**config.mk**
```make
export PLATFORM = sky130hd
export DESIGN_NAME = uart_receiver
export DESIGN_NICKNAME = d
export VERILOG_FILES = /design/src/rtl/uart_pkg.sv /design/src/rtl/synchronizer.sv /design/src/rtl/uart_receiver.sv
export SDC_FILE = /design/constraint.sdc
export NUM_CORES = 1
export LEC_CHECK = 0
export ABC_AREA = 1
export BUFFER_PORTS_ARGS = -buffer_cell sky130_fd_sc_hd__buf_2
export CAP_MARGIN = 10
export CORE_MARGIN = 2
export CORE_UTILIZATION = 40
export CTS_CLUSTER_DIAMETER = 30
export DETAILED_ROUTE_END_ITERATION = 8
export HOLD_SLACK_MARGIN = 0.12
export SLEW_MARGIN = 20
export SYNTH_ARGS = -nofsm -noshare
export SYNTH_HDL_FRONTEND = slang
export SYNTH_SLANG_ARGS = --single-unit
export TNS_END_PERCENT = 10
```
**constraint.sdc**
```tcl
create_clock -name clock -period 2.55 [get_ports clock]
set_clock_uncertainty 0.15 [all_clocks]
set_input_delay 0.255 -clock clock [delete_from_list [all_inputs] [get_ports clock]]
set_output_delay 0.255 -clock clock [all_outputs]
set_load 0.005 [all_outputs]
```
**src/rtl/uart_pkg.sv**
```systemverilog
// Shared UART definitions.
//   uart_rx_state_t : receiver FSM state encoding
//   UART_DATA_BITS  : payload width of one frame
//   clocks_per_bit(): system clocks per bit time (integer division); shared
//                     with the transmitter side
package uart_pkg;

    localparam int UART_DATA_BITS = 8;

    typedef enum logic [2:0] {
        ST_IDLE      = 3'd0,
        ST_START     = 3'd1,
        ST_DATA      = 3'd2,
`ifdef UART_RX_PARITY_EN
        ST_PARITY    = 3'd3,
`endif
        ST_STOP      = 3'd4,
        ST_WAIT_IDLE = 3'd5
    } uart_rx_state_t;

    function automatic int clocks_per_bit(input int clock_frequency, input int baud_rate);
        return clock_frequency / baud_rate;
    endfunction

endpackage

```
**src/rtl/synchronizer.sv**
```systemverilog
// Two-flop synchroniser for a single asynchronous input.
//   clock    : destination clock
//   reset    : asynchronous active-high reset; both flops load RESET_VALUE
//   async_in : asynchronous input
//   sync_out : synchronised output (2-cycle latency)
module synchronizer #(
    parameter logic RESET_VALUE = 1'b1
) (
    input  logic clock,
    input  logic reset,
    input  logic async_in,
    output logic sync_out
);

    logic meta;

    always_ff @(posedge clock or posedge reset) begin
        if (reset) begin
            meta     <= RESET_VALUE;
            sync_out <= RESET_VALUE;
        end else begin
            meta     <= async_in;
            sync_out <= meta;
        end
    end

endmodule

```
**src/rtl/uart_receiver.sv**
```systemverilog
// UART receiver: 8 data bits LSB first, 1 stop bit, optional even parity
// (compile-time macro UART_RX_PARITY_EN). Completed bytes go to a one-byte
// holding register with a valid/ready handshake.
//   clock, reset   : system clock, asynchronous active-high reset
//   uart_receive   : raw RX line, idle high, asynchronous
//   data, valid    : held byte and its valid flag
//   ready          : consumer accepts data when valid && ready
//   framing_error  : 1-cycle pulse, stop bit sampled low
//   parity_error   : 1-cycle pulse, parity mismatch (0 without UART_RX_PARITY_EN)
//   overrun        : 1-cycle pulse, byte dropped because holding register full
//
// state      | meaning
// -----------+-----------------------------------------------------------
// IDLE       | line idle, waiting for a low level on rx_s
// START      | half-bit wait, then confirm start bit (high = glitch)
// DATA       | sample 8 data bits at bit centres
// PARITY     | sample parity bit and latch mismatch (parity builds only)
// STOP       | sample stop bit, deliver byte or pulse an error
// WAIT_IDLE  | after a framing error, hold until the line returns high
module uart_receiver
    import uart_pkg::*;
#(
    parameter int CLOCK_FREQUENCY = 100000000,
    parameter int BAUD_RATE       = 115200
) (
    input  logic                      clock,
    input  logic                      reset,
    input  logic                      uart_receive,
    output logic [UART_DATA_BITS-1:0] data,
    output logic                      valid,
    input  logic                      ready,
    output logic                      framing_error,
    output logic                      parity_error,
    output logic                      overrun
);

    localparam int CLOCKS_PER_BIT = clocks_per_bit(CLOCK_FREQUENCY, BAUD_RATE);
    localparam int CNT_W          = $clog2(CLOCKS_PER_BIT);
    localparam logic [CNT_W-1:0] HALF_LOAD = CNT_W'(CLOCKS_PER_BIT / 2 - 1);
    localparam logic [CNT_W-1:0] FULL_LOAD = CNT_W'(CLOCKS_PER_BIT - 1);
    localparam logic [2:0]       LAST_IDX  = 3'(UART_DATA_BITS - 1);

    logic                      rx_s;
    uart_rx_state_t            state;
    logic [CNT_W-1:0]          bit_cnt;
    logic [2:0]                bit_idx;
    logic [UART_DATA_BITS-1:0] shift_reg;
    logic                      cnt_done;
`ifdef UART_RX_PARITY_EN
    logic                      parity_fault;
`else
    assign parity_error = 1'b0;
`endif

    synchronizer #(.RESET_VALUE(1'b1)) u_rx_sync (
        .clock    (clock),
        .reset    (reset),
        .async_in (uart_receive),
        .sync_out (rx_s)
    );

    assign cnt_done = (bit_cnt == '0);

    always_ff @(posedge clock or posedge reset) begin
        if (reset) begin
            state         <= ST_IDLE;
            bit_cnt       <= '0;
            bit_idx       <= '0;
            shift_reg     <= '0;
            data          <= '0;
            valid         <= 1'b0;
            framing_error <= 1'b0;
            overrun       <= 1'b0;
`ifdef UART_RX_PARITY_EN
            parity_fault  <= 1'b0;
            parity_error  <= 1'b0;
`endif
        end else begin
            framing_error <= 1'b0;
            overrun       <= 1'b0;
`ifdef UART_RX_PARITY_EN
            parity_error  <= 1'b0;
`endif
            // Consumption; a delivery later in this cycle overrides it.
            if (valid && ready)
                valid <= 1'b0;

            if (state != ST_IDLE && state != ST_WAIT_IDLE && !cnt_done)
                bit_cnt <= bit_cnt - 1'b1;

            case (state)
                ST_IDLE: begin
                    if (!rx_s) begin
                        bit_cnt <= HALF_LOAD;
                        state   <= ST_START;
                    end
                end
                ST_START: begin
                    if (cnt_done) begin
                        if (rx_s) begin
                            state <= ST_IDLE;
                        end else begin
                            bit_cnt <= FULL_LOAD;
                            bit_idx <= '0;
`ifdef UART_RX_PARITY_EN
                            parity_fault <= 1'b0;
`endif
                            state   <= ST_DATA;
                        end
                    end
                end
                ST_DATA: begin
                    if (cnt_done) begin
                        shift_reg[bit_idx] <= rx_s;
                        bit_cnt            <= FULL_LOAD;
                        if (bit_idx == LAST_IDX) begin
`ifdef UART_RX_PARITY_EN
                            state <= ST_PARITY;
`else
                            state <= ST_STOP;
`endif
                        end else begin
                            bit_idx <= bit_idx + 1'b1;
                        end
                    end
                end
`ifdef UART_RX_PARITY_EN
                ST_PARITY: begin
                    if (cnt_done) begin
                        // Even parity: data bits plus parity bit XOR to 0.
                        parity_fault <= (^shift_reg) ^ rx_s;
                        bit_cnt      <= FULL_LOAD;
                        state        <= ST_STOP;
                    end
                end
`endif
                ST_STOP: begin
                    if (cnt_done) begin
                        if (!rx_s) begin
                            framing_error <= 1'b1;
                            state         <= ST_WAIT_IDLE;
                        end else begin
                            state <= ST_IDLE;
`ifdef UART_RX_PARITY_EN
                            if (parity_fault)
                                parity_error <= 1'b1;
                            else
`endif
                            if (!valid || ready) begin
                                data  <= shift_reg;
                                valid <= 1'b1;
                            end else begin
                                overrun <= 1'b1;
                            end
                        end
                    end
                end
                ST_WAIT_IDLE: begin
                    if (rx_s)
                        state <= ST_IDLE;
                end
                default: state <= ST_IDLE;
            endcase
        end
    end

endmodule

```
==> results.sh <==
export IMPL_max_stage_delay_ps=390
export IMPL_layout_drive_gt1_share_pct=22.6
export IMPL_crit_required_ps=2580
export IMPL_synthMuxAreaShare_pct=0
export IMPL_grt_ovfl_total=0
export IMPL_cts_root_buf="clkbuf_8"
export IMPL_yosys_area_share_simple_pct=32.2
export IMPL_maxSlewViolCount=0
export IMPL_synth_fa_ha_area_share_pct=1.89
export IMPL_p_sw_share_pct=20.2
export IMPL_end_kind="flip-flop"
export IMPL_criticalPathCategory="reg -> reg"
export IMPL_area_growth_syn_to_layout_pct=13.5
export IMPL_core_um2=4750
export IMPL_grt_pass1_vias=1391
export IMPL_worst_endpoint_arrival_ps=2040
export IMPL_cts_tree="built"
export IMPL_synth_most_common_cell="nand2_1"
export IMPL_drt_iter0_markers=95
export IMPL_power_switching_mw=0.231
export IMPL_crit_path_top_delay_cell="dfrtp_1"
export IMPL_run_status="completed"
export IMPL_gp_congestion=0.809
export IMPL_io_pins=16
export IMPL_postCtsSetupBuffers=0
export IMPL_clk_pin_slew_ps=70
export IMPL_fin_crit_ps=2010
export IMPL_fp_dieH_um=74.5
export IMPL_clock_sinks=37
export IMPL_largest_register_ff_count=10
export IMPL_insertion_delay_ps=290
export IMPL_firstDrtPassIters=4
export IMPL_comb_power_share_pct=1.9
export IMPL_synth_edff_count=0
export IMPL_p_per_area_nw_per_um2=506
export IMPL_synth_top_family_by_area="simple AND/OR/NAND/NOR gates"
export IMPL_die_w_um=74.5
export IMPL_ys_ff_latch=37
export IMPL_intPower_mw=0.913
export IMPL_path_cells="inv_1, ha_1, nand2_2, nor2_4, nand2_2, nor2_4, nand4_4, nand2_1, o21ai_2"
export IMPL_synth_xor_area_share_pct=2.20
export IMPL_via_per_inst=4.61
export IMPL_synthCells=244
export IMPL_yosys_area_top_type="dfrtp_1"
export IMPL_rows=25
export IMPL_ys_types=27
export IMPL_vias=1529
export IMPL_rsz0062_at_grt="false"
export IMPL_syn_area_um2=1990
export IMPL_start_util_pct=41.9
export IMPL_drt_wl_total_um=3780
export IMPL_synth_compound_area_share_pct=8.99
export IMPL_synth_area_top_cells="dfrtp_1, nand2_1, nand3_1"
export IMPL_power_frac_clock_pct=46.4
export IMPL_layout_nets=271
export IMPL_crit_path_start_kind="flip-flop"
export IMPL_hold_viol=0
export IMPL_hpwlAfterDp_um=2740
export IMPL_drc=0
export IMPL_power_leakage_nw=1.11
export IMPL_ys_flop_type="dfrtp_1"
export IMPL_numCtsBuffers=5
export IMPL_htreeDepth=2
export IMPL_cts_resized_gates=0
export IMPL_ys_seq_area_share_pct=46.6
export IMPL_postCtsHoldBufs=2
export IMPL_final_util_pct=47.5
export IMPL_antenna_found_initial=0
export IMPL_fin_tns_setup_ps=0
export IMPL_synth_common_cells="nand2_1, dfrtp_1, inv_1"
export IMPL_synth_area_per_cell_um2=8.16
export IMPL_ys_warn_count=0
export IMPL_finalSetupViolations=0
export IMPL_fin_crit_sh_pct=79.0
export IMPL_die_area_um2=5560
export IMPL_grt_first_pass_wirelength_um=6440
export IMPL_grt_max_degree=38
export IMPL_cts_buffer_depth=2
export IMPL_seq_power_share_pct=51.7
export IMPL_diodes=0
export IMPL_ant_nets=0
export IMPL_ir_worst_vdd_v=0.000264
export IMPL_cp_max_fo=16
export IMPL_numPortBuffers=14
export IMPL_async_reset_ff_share_pct=100
export IMPL_synth_fp_nets=251
export IMPL_gr_usage_all_layers_pct=15.5
export IMPL_hold_class="in -> reg"
export IMPL_synth_top_area_share_pct=44.0
export IMPL_fmax_mhz=496
export IMPL_cap_viol_max_count=0
export IMPL_avgRoutedWirePerCell_um=11.4
==> layout make-up <==
| class | instances | area (um^2) |
|---|---|---|
| Clock buffer | 6 | 82.6 |
| Tap cell | 67 | 83.8 |
| Timing Repair Buffer | 17 | 97.6 |
| Sequential cell | 37 | 928 |
| Multi-Input combinational cell | 170 | 905 |
| Inverter | 33 | 124 |
| Fill cell | 473 | 2500 |
| Clock inverter | 2 | 37.5 |
==> per-layer routing <==
layer  track usage [%]  up-vias  share of wire, %
met2              21.7       25                41
met3              4.74        4               3.9
met4              5.16        0              0.90
li1                  -      809                 -
met5                 0        -                 0
met1              22.6      691                54
==> path summary, 6_finish.rpt <==
path / from / end / slack [ps] / depth (start not counted)
setup reg to reg: bit_cnt[0] / data[4] / 540 / 9
max in group asynchronous: reset / u_rx_sync.sync_out / 1440 / 4
min in group asynchronous: reset / data[4] / 450 / 4
setup / recovery: bit_cnt[0] / data[4] / 540 / 9
hold reg to reg: u_rx_sync.meta / u_rx_sync.sync_out / 210 / 0
hold / removal: ready / overrun / 170 / 4
==> through the flow <==
step / hold slack [ps] / instances / setup WS, ps / total power [mW] / instance area, um^2
after floorplan: 109 / 244 / 767 / 0.616 / 1990
after global placement: 196 / 322 / 603 / 0.623 / 2120
after detailed placement: 199 / 322 / 542 / 0.623 / 2120
after CTS: 170 / 332 / 526 / 1.16 / 2260
after global routing: 207 / 332 / 364 / 1.19 / 2260
final: 169 / 332 / 535 / 1.14 / 2260
==> cell usage in the layout, fill, tap and decap left out, types with 2 or more instances in the layout <==
master / count
xor2_1: 5
dfrtp_1: 35
inv_1: 24
nand2_1: 72
o21ai_1: 14
nand3_2: 2
buf_2: 14
o21ai_2: 9
nand3_1: 19
nor2_4: 2
o21ai_0: 2
dlygate4sd3_1: 2
nand4_1: 5
nand2_2: 5
nor2_2: 4
dfstp_2: 2
ha_1: 3
clkbuf_8: 6
inv_2: 9
o211ai_1: 2
nor2_1: 20
==> logic make-up after synthesis <==
logic type | after synthesis
fa+ha+maj | 3
xor+xnor | 5
flops | 37
compound gates | 28
buf+inv | 37
other cells | 1
simple gates | 133
==> power by group through the flow <==
stage / Combinational, mW / Sequential (mW) / Clock [mW]
final: 0.0215 / 0.591 / 0.531
after CTS: 0.0229 / 0.591 / 0.550
after detailed placement: 0.0206 / 0.603 / 0
after floorplan: 0.0138 / 0.602 / 0
after global routing: 0.0257 / 0.591 / 0.572
after global placement: 0.0207 / 0.603 / 0
==> worst max-delay path: cells and delay by family (launching register included) <==
kind | cells | cell delay, ps
adders and majority gates | 1 | 290
DFF | 1 | 390
AOI/OAI and AO/OA | 1 | 60
buffers and inverters | 1 | 150
and+or+nand+nor | 6 | 860
Power figures use the tool's default switching activity.
